[config.mk]
export PLATFORM = sky130hd
export DESIGN_NAME = refill_arbiter
export DESIGN_NICKNAME = d
export VERILOG_FILES = /design/src/rtl/refill_arbiter.sv
export SDC_FILE = /design/constraint.sdc
export NUM_CORES = 1
export LEC_CHECK = 0
export ABC_CLOCK_PERIOD_IN_PS = 3900
export BUFFER_PORTS_ARGS = -buffer_cell sky130_fd_sc_hd__buf_2
export CORE_AREA = 2 2 161 163
export CTS_CLUSTER_SIZE = 20
export DETAILED_ROUTE_END_ITERATION = 12
export DIE_AREA = 0 0 163 165
export PLACE_DENSITY = 0.78
export SETUP_SLACK_MARGIN = 0.5
export SYNTH_ARGS = -nofsm -noshare
export SYNTH_HDL_FRONTEND = slang
export SYNTH_SLANG_ARGS = --single-unit
[constraint.sdc]
create_clock -name clk -period 3.9 [get_ports clk]
set_clock_uncertainty 0.05 [all_clocks]
set_input_delay 0.195 -clock clk [delete_from_list [all_inputs] [get_ports clk]]
set_output_delay 0.195 -clock clk [all_outputs]
set_load 0.01 [all_outputs]
[src/rtl/refill_arbiter.sv]
// Round-robin refill arbiter: ICache and DCache line refills share one AXI4 read port.
// One burst in flight; the assembled line is presented with a one-cycle grant pulse.
module refill_arbiter #(
    parameter int         OFFSET_LEN = 5,
    parameter logic [3:0] AXI_ID     = 4'd0,
    localparam int        WORDS      = 2 ** (OFFSET_LEN - 2)
) (
    input  logic                   clk,
    input  logic                   rst,
    input  logic                   i_req,
    input  logic [31:0]            i_addr,
    output logic                   i_gnt,
    input  logic                   d_req,
    input  logic [31:0]            d_addr,
    output logic                   d_gnt,
    output logic [WORDS-1:0][31:0] line_data,
    output logic                   refill_err,
    output logic [3:0]             arid,
    output logic [31:0]            araddr,
    output logic [7:0]             arlen,
    output logic [2:0]             arsize,
    output logic [1:0]             arburst,
    output logic                   arvalid,
    input  logic                   arready,
    input  logic [3:0]             rid,
    input  logic [31:0]            rdata,
    input  logic [1:0]             rresp,
    input  logic                   rlast,
    input  logic                   rvalid,
    output logic                   rready
);

    localparam int CNT_W = (OFFSET_LEN > 2) ? (OFFSET_LEN - 2) : 1;

    typedef enum logic [1:0] {
        IDLE = 2'd0,
        ADDR = 2'd1,
        DATA = 2'd2,
        DONE = 2'd3
    } state_t;

    state_t           state_r;
    logic             winner_d_r;
    logic             prio_d_r;
    logic [31:0]      addr_r;
    logic [CNT_W-1:0] cnt_r;
    logic             err_r;
    logic             pick_d_s;
    logic [31:0]      req_addr_s;
    logic             beat_err_s;
    logic             last_beat_s;
    logic             unused_s;

    assign arid    = AXI_ID;
    assign araddr  = addr_r;
    assign arlen   = 8'(WORDS - 1);
    assign arsize  = 3'b010;
    assign arburst = 2'b01;

    assign unused_s = ^{rid, i_addr[OFFSET_LEN-1:0], d_addr[OFFSET_LEN-1:0]};

    // Arbitration pick and per-beat status decode
    always_comb begin
        pick_d_s    = 1'b0;
        req_addr_s  = 32'd0;
        beat_err_s  = (rresp != 2'b00);
        last_beat_s = rlast || (cnt_r == CNT_W'(WORDS - 1));
        if (d_req && (!i_req || prio_d_r)) begin
            pick_d_s = 1'b1;
        end else begin
            pick_d_s = 1'b0;
        end
        if (pick_d_s) begin
            req_addr_s = {d_addr[31:OFFSET_LEN], {OFFSET_LEN{1'b0}}};
        end else begin
            req_addr_s = {i_addr[31:OFFSET_LEN], {OFFSET_LEN{1'b0}}};
        end
    end

    // Refill FSM with registered AXI handshakes, grants and line capture
    always_ff @(posedge clk) begin
        if (rst) begin
            state_r    <= IDLE;
            arvalid    <= 1'b0;
            rready     <= 1'b0;
            i_gnt      <= 1'b0;
            d_gnt      <= 1'b0;
            refill_err <= 1'b0;
            cnt_r      <= '0;
            err_r      <= 1'b0;
            prio_d_r   <= 1'b1;
            winner_d_r <= 1'b0;
            addr_r     <= 32'd0;
        end else begin
            case (state_r)
                IDLE: begin
                    i_gnt      <= 1'b0;
                    d_gnt      <= 1'b0;
                    refill_err <= 1'b0;
                    if (i_req || d_req) begin
                        winner_d_r <= pick_d_s;
                        prio_d_r   <= !pick_d_s;
                        addr_r     <= req_addr_s;
                        cnt_r      <= '0;
                        err_r      <= 1'b0;
                        arvalid    <= 1'b1;
                        state_r    <= ADDR;
                    end
                end
                ADDR: begin
                    if (arready) begin
                        arvalid <= 1'b0;
                        rready  <= 1'b1;
                        state_r <= DATA;
                    end
                end
                DATA: begin
                    if (rvalid) begin
                        line_data[cnt_r] <= rdata;
                        cnt_r            <= cnt_r + CNT_W'(1);
                        err_r            <= err_r | beat_err_s;
                        // An early rlast ends the burst; untouched words keep old data
                        if (last_beat_s) begin
                            rready     <= 1'b0;
                            i_gnt      <= !winner_d_r;
                            d_gnt      <= winner_d_r;
                            refill_err <= err_r | beat_err_s;
                            state_r    <= DONE;
                        end
                    end
                end
                DONE: begin
                    i_gnt      <= 1'b0;
                    d_gnt      <= 1'b0;
                    refill_err <= 1'b0;
                    state_r    <= IDLE;
                end
                default: begin
                    arvalid <= 1'b0;
                    rready  <= 1'b0;
                    state_r <= IDLE;
                end
            endcase
        end
    end

endmodule

==> Yosys cells after proc, flatten, opt, wreduce, memory -nomap -nowiden <==
Cells that the tools add are included.
{ "word_totals": {"reg_bits": 301, "latch_bits": 0, "ramBits": 0, "rom_bits": 0, "in_bits": 109, "output_inout_bits": 310, "n_memories": 0} }
{ "op_classes": {"n_addsub": 1, "multipliers": 0, "n_div": 0, "n_lt_le_gt_ge": 2, "eq_ne": 8, "shifts": 0, "n_mux": 32, "bitwise": 2, "reduce_logical": 22} }
{ "ops": {"columns": ["op", "count"], "rows": [
  ["bitwise mux 256 bit", 1],
  ["demux 32 bit (select 3 bit)", 1],
  ["2-to-1 mux 32 bit", 2],
  ["2-to-1 mux 1 bit", 14],
  ["case mux 1 bit (2 select lines)", 6],
  ["AND reduction 3 bit", 4],
  ["nonzero test 2 bit", 5],
  ["2-to-1 mux 2 bit", 4],
  ["!= test 2 bit, second input constant", 4],
  ["case mux 2 bit (4 select lines)", 1],
  ["AND reduction 4 bit", 2],
  ["2-to-1 mux 3 bit", 2],
  ["case mux 3 bit (2 select lines)", 1],
  ["equality test 2 bit, second input constant", 2],
  ["< comparator 3 x 4 -> 1 bit, second input constant", 1],
  ["adder 3 x 1 -> 3 bit, second input constant", 1],
  ["equality test 3 bit, second input constant", 1],
  [">= comparator 3 x 1 -> 1 bit, second input constant", 1],
  ["logical NOT 1 bit", 3],
  ["logical OR 1 bit", 3],
  ["equality test 2 x 1 -> 1 bit, second input constant", 1],
  ["logical AND 1 bit", 2],
  ["logical NOT 2 bit", 1],
  ["AND reduction 2 bit", 1],
  ["3 further kinds", 3]
]} }

==> Logic depth before layout (Yosys ltp) <==
{ "logic_depth": {"ltp_word": 5, "mapped_depth": 7} }

==> Worst setup path after synthesis <==
Ideal clock, no wire load.
{ "synth_timing": {"path_kind": "reg-to-reg", "start": "reg state_r[0]", "end": "reg line_data[0] in the netlist's numbering (enable)", "setup_ns": 0.461, "arrival_ns": 3.129, "required_time_ns": 3.389, "path_slack_ns": 0.260, "path_stages_with_launch": 6, "n_path_buf": 1, "period_less_slack_ns": 3.640, "path_cell_list": "dfxtp_1 inv_1 ha_1 buf_2 nand4b_1 nor3_1"} }
{ "synth_via": {"elab_chain_len": 2} }
{ "synth_lines": {"columns": ["item", "line_no", "rtl"], "rows": [
  ["from (decl)", "42", "state_t state_r;"],
  ["from (signal assigned)", "83", "state_r <= IDLE;"],
  ["from (signal assigned)", "107", "state_r <= ADDR;"],
  ["from (signal assigned)", "114", "state_r <= DATA;"],
  ["equality test 2 bit", "95", "case (state_r)"],
  ["AND reduction 3 bit (no line)", null, null],
  ["to (signal, indexed assignment)", "119", "line_data[cnt_r] <= rdata;"],
  ["to (decl)", "16", "output logic [WORDS-1:0][31:0] line_data,"]
]} }
Every way passes these cells.
A chain may end at the register's enable or synchronous reset.

==> Worst setup path after layout <==
{ "layout_timing": {"start": "reg state_r[0]", "end": "reg addr_r[9], in the netlist araddr[9]"} }
{ "layout_via": {"elab_chain_len": 2} }
{ "layout_lines": {"columns": ["item", "line_no", "rtl"], "rows": [
  ["logical NOT 2 bit", "95", null],
  ["AND reduction 2 bit (no line)", null, null],
  ["to (signal assigned)", "103", "addr_r <= req_addr_s;"],
  ["to (decl)", "45", "logic [31:0] addr_r;"]
]} }
Every way passes these cells.

==> results.cfg <==
[sta]
finalWorstSetupSlack_ns = 1.08
finalSetupTns_ns = 0
hold_viol_final = 0
rsz0062_at_grt = false
max_freq_ghz = 0.355
slew_violations = 0
slew_headroom = 0.228
min_period_ns = 2.82
tightest_slew_ns = 1.15
finalSetupViolations = 0
finalCritPeriodShare = 0.722

[worst_setup_path]
cp.required_ns = 4.25
crit_fanout = 28
start_kind = flop
ff2ff_setup_slack_ns = 1.08
path_class = reg2reg
cp-end-kind = flop
arrival_ns = 3.17

[floorplanning]
io_pins = 419
die_w_um = 163
die_area_mm2 = 0.0269
core_area_mm2 = 0.0250
dieHeight_um = 165
initial_core_util = 0.390
rows = 58

[cts]
cts_setup_buffers = 0
path_clk_slew_ns = 0.06
cts_tree = built
root_buffer = clkbuf_16
clk_path_buf_depth = 3
numCtsBuffers = 28
clk_latency_ns = 0.53
cts_sinks = 296
h-tree-depth = 1

[global_routing]
antenna_found_initial = 1
use_met1 = 0.215
gr-usage-all-layers = 0.183
grt_max_degree = 46
grt_pass1_vias = 6183
grt.busiest_layer = met2
met3_usage = 0.0399
gr-total-overflow = 0
grt_pass1_wl_mm = 36.6
met2_usage = 0.341

[detailed_routing]
first_pass_iters = 6
wl_mm = 26.0
ant_nets = 0
route.detailed.drc = 0
drtIter0Drc = 551
viasPerCell = 4.75
wl_per_cell_um = 20.0
routed-via-count = 6195

[cells_and_area]
final_cell_mix = buf_2, edfxtp_1, dlygate4sd3_1
fin_area_mm2 = 0.0138
syn_to_final_growth_pct = 41.0
final_layout_size_suffix_gt1_frac = 0.457
num-nets-final = 1068
fin_cells = 1305
layout_commonest_cell = buf_2

[synthesis]
syn_area_mm2 = 0.00976
ys_types = 40
synth-xor-area-share = 0
yosys_warnings = 0
synth_compound_area_frac = 0.0440
synth_top_family_by_area = compound AO/OA/AOI/OAI gates
synth.avg_cell_area_um2 = 21.2
synth-simple-area-share = 0.0430
synthAdderAreaFrac = 0.00641
synth.yosys.seq_area_share = 0.870
ys_seq_elements = 296
async_flop_share = 0
synth_flop_cell = edfxtp_1
synth_mux_area_frac = 0.00513
synth_edf_count = 256
synthCells = 460

[power_and_ir_drop]
vdd.ir_drop.worst_uv = 343
power_density_mw_per_mm2 = 513
p_leak_nw = 5.42

[hold_path]
min_path_type = in2reg

[status]
outcome = completed

[placement]
gp_congestion = 0.780
pre_cts_ws_ns = 1.34
placed_cells = 1166
io_buffers = 382
dpl_cell_area_mm2 = 0.0120
dp_hpwl_mm = 16.1

[run]
cap_violations = 0
cells by family after synthesis:
family	after synthesis
compound gates	50
fa+ha+maj	5
buf+inv	40
flops	296
mux	5
other cells	2
simple gates	62
worst max-delay path, cell delays in order, from the launching register on:
cell,delay (ns)
dfxtp_1,0.33
inv_1,0.08
ha_1,0.29
o21a_1,0.89
nor3b_1,0.15
a221o_1,0.32
dlygate4sd3_1,0.56
flip-flops by register name (all words and copies together) (netlist names):
| signal | count |
|---|---|
| araddr | 27 |
| arvalid | 1 |
| cnt_r | 3 |
| d_gnt | 1 |
| err_r | 1 |
| i_gnt | 1 |
| line_data | 256 |
| prio_d_r | 1 |
| refill_err | 1 |
| rready | 1 |
| state_r | 2 |
| winner_d_r | 1 |
final timing paths:
check | startpoint | to | cells past startpoint
setup / recovery | state_r[0] | araddr[9] | 6
hold / removal | rlast | rready | 4
setup reg to reg | state_r[0] | araddr[9] | 6
hold reg to reg | i_gnt | i_gnt | 2
per-layer routing:
| layer | routed length [um] | up-vias |
|---|---|---|
| met5 | 11 | - |
| met4 | 450 | 2 |
| met3 | 2360 | 33 |
| met2 | 13600 | 402 |
| met1 | 9640 | 2987 |
| li1 | - | 2771 |
synthesized netlist by cell type (2+ instances only):
| cell type | n | area (um2) |
|---|---|---|
| nor3_1 | 2 | 10.0 |
| nand2_1 | 3 | 11.3 |
| o21ai_0 | 6 | 30.0 |
| ha_1 | 5 | 62.6 |
| nand4_1 | 4 | 25.0 |
| clkbuf_1 | 4 | 15.0 |
| inv_1 | 4 | 15.0 |
| a221o_1 | 27 | 270 |
| a21oi_1 | 7 | 35.0 |
| nand2b_1 | 8 | 50.1 |
| nor2_1 | 8 | 30.0 |
| dfxtp_1 | 40 | 801 |
| buf_4 | 23 | 173 |
| edfxtp_1 | 256 | 7690 |
| nor3b_1 | 27 | 203 |
| conb_1 | 2 | 7.51 |
| or3b_2 | 2 | 17.5 |
| mux2i_1 | 5 | 50.1 |
| buf_6 | 6 | 67.6 |
through the flow:
step	hold slack [ns]	util	total power, W
2_1_floorplan	0.244	-	0.00420
3_3_place_gp	0.366	0.480	0.00441
3_5_place_dp	0.371	0.480	0.00443
4_1_cts	0.0217	0.549	0.00708
5_1_grt	0.0405	0.549	0.00734
6_report	0.0498	0.549	0.00706
where the power goes:
part / internal [W] / switching, W
registers: 0.00357 / 0.0000754
clock network: 0.00142 / 0.00109
logic: 0.000435 / 0.000468
total: 0.00543 / 0.00163
what timing repair did:
| action | in CTS | in global routing |
|---|---|---|
| hold buffers | 88 | 0 |
| resized for setup | 0 | 0 |
| endpoints found under the setup margin | 0 | 0 |
| hold endpoints to repair | 274 | 0 |
area by class of cell:
class / instances / area, um2
antenna: 2 / 5.00
clock buffer: 36 / 752
clock inverter: 13 / 96.3
fill: 1904 / 11300
inverter: 5 / 18.8
multi-input combinational: 144 / 1110
sequential: 296 / 8490
tap: 330 / 413
timing repair buffer: 479 / 2870
(Power assumes the default switching activity.)
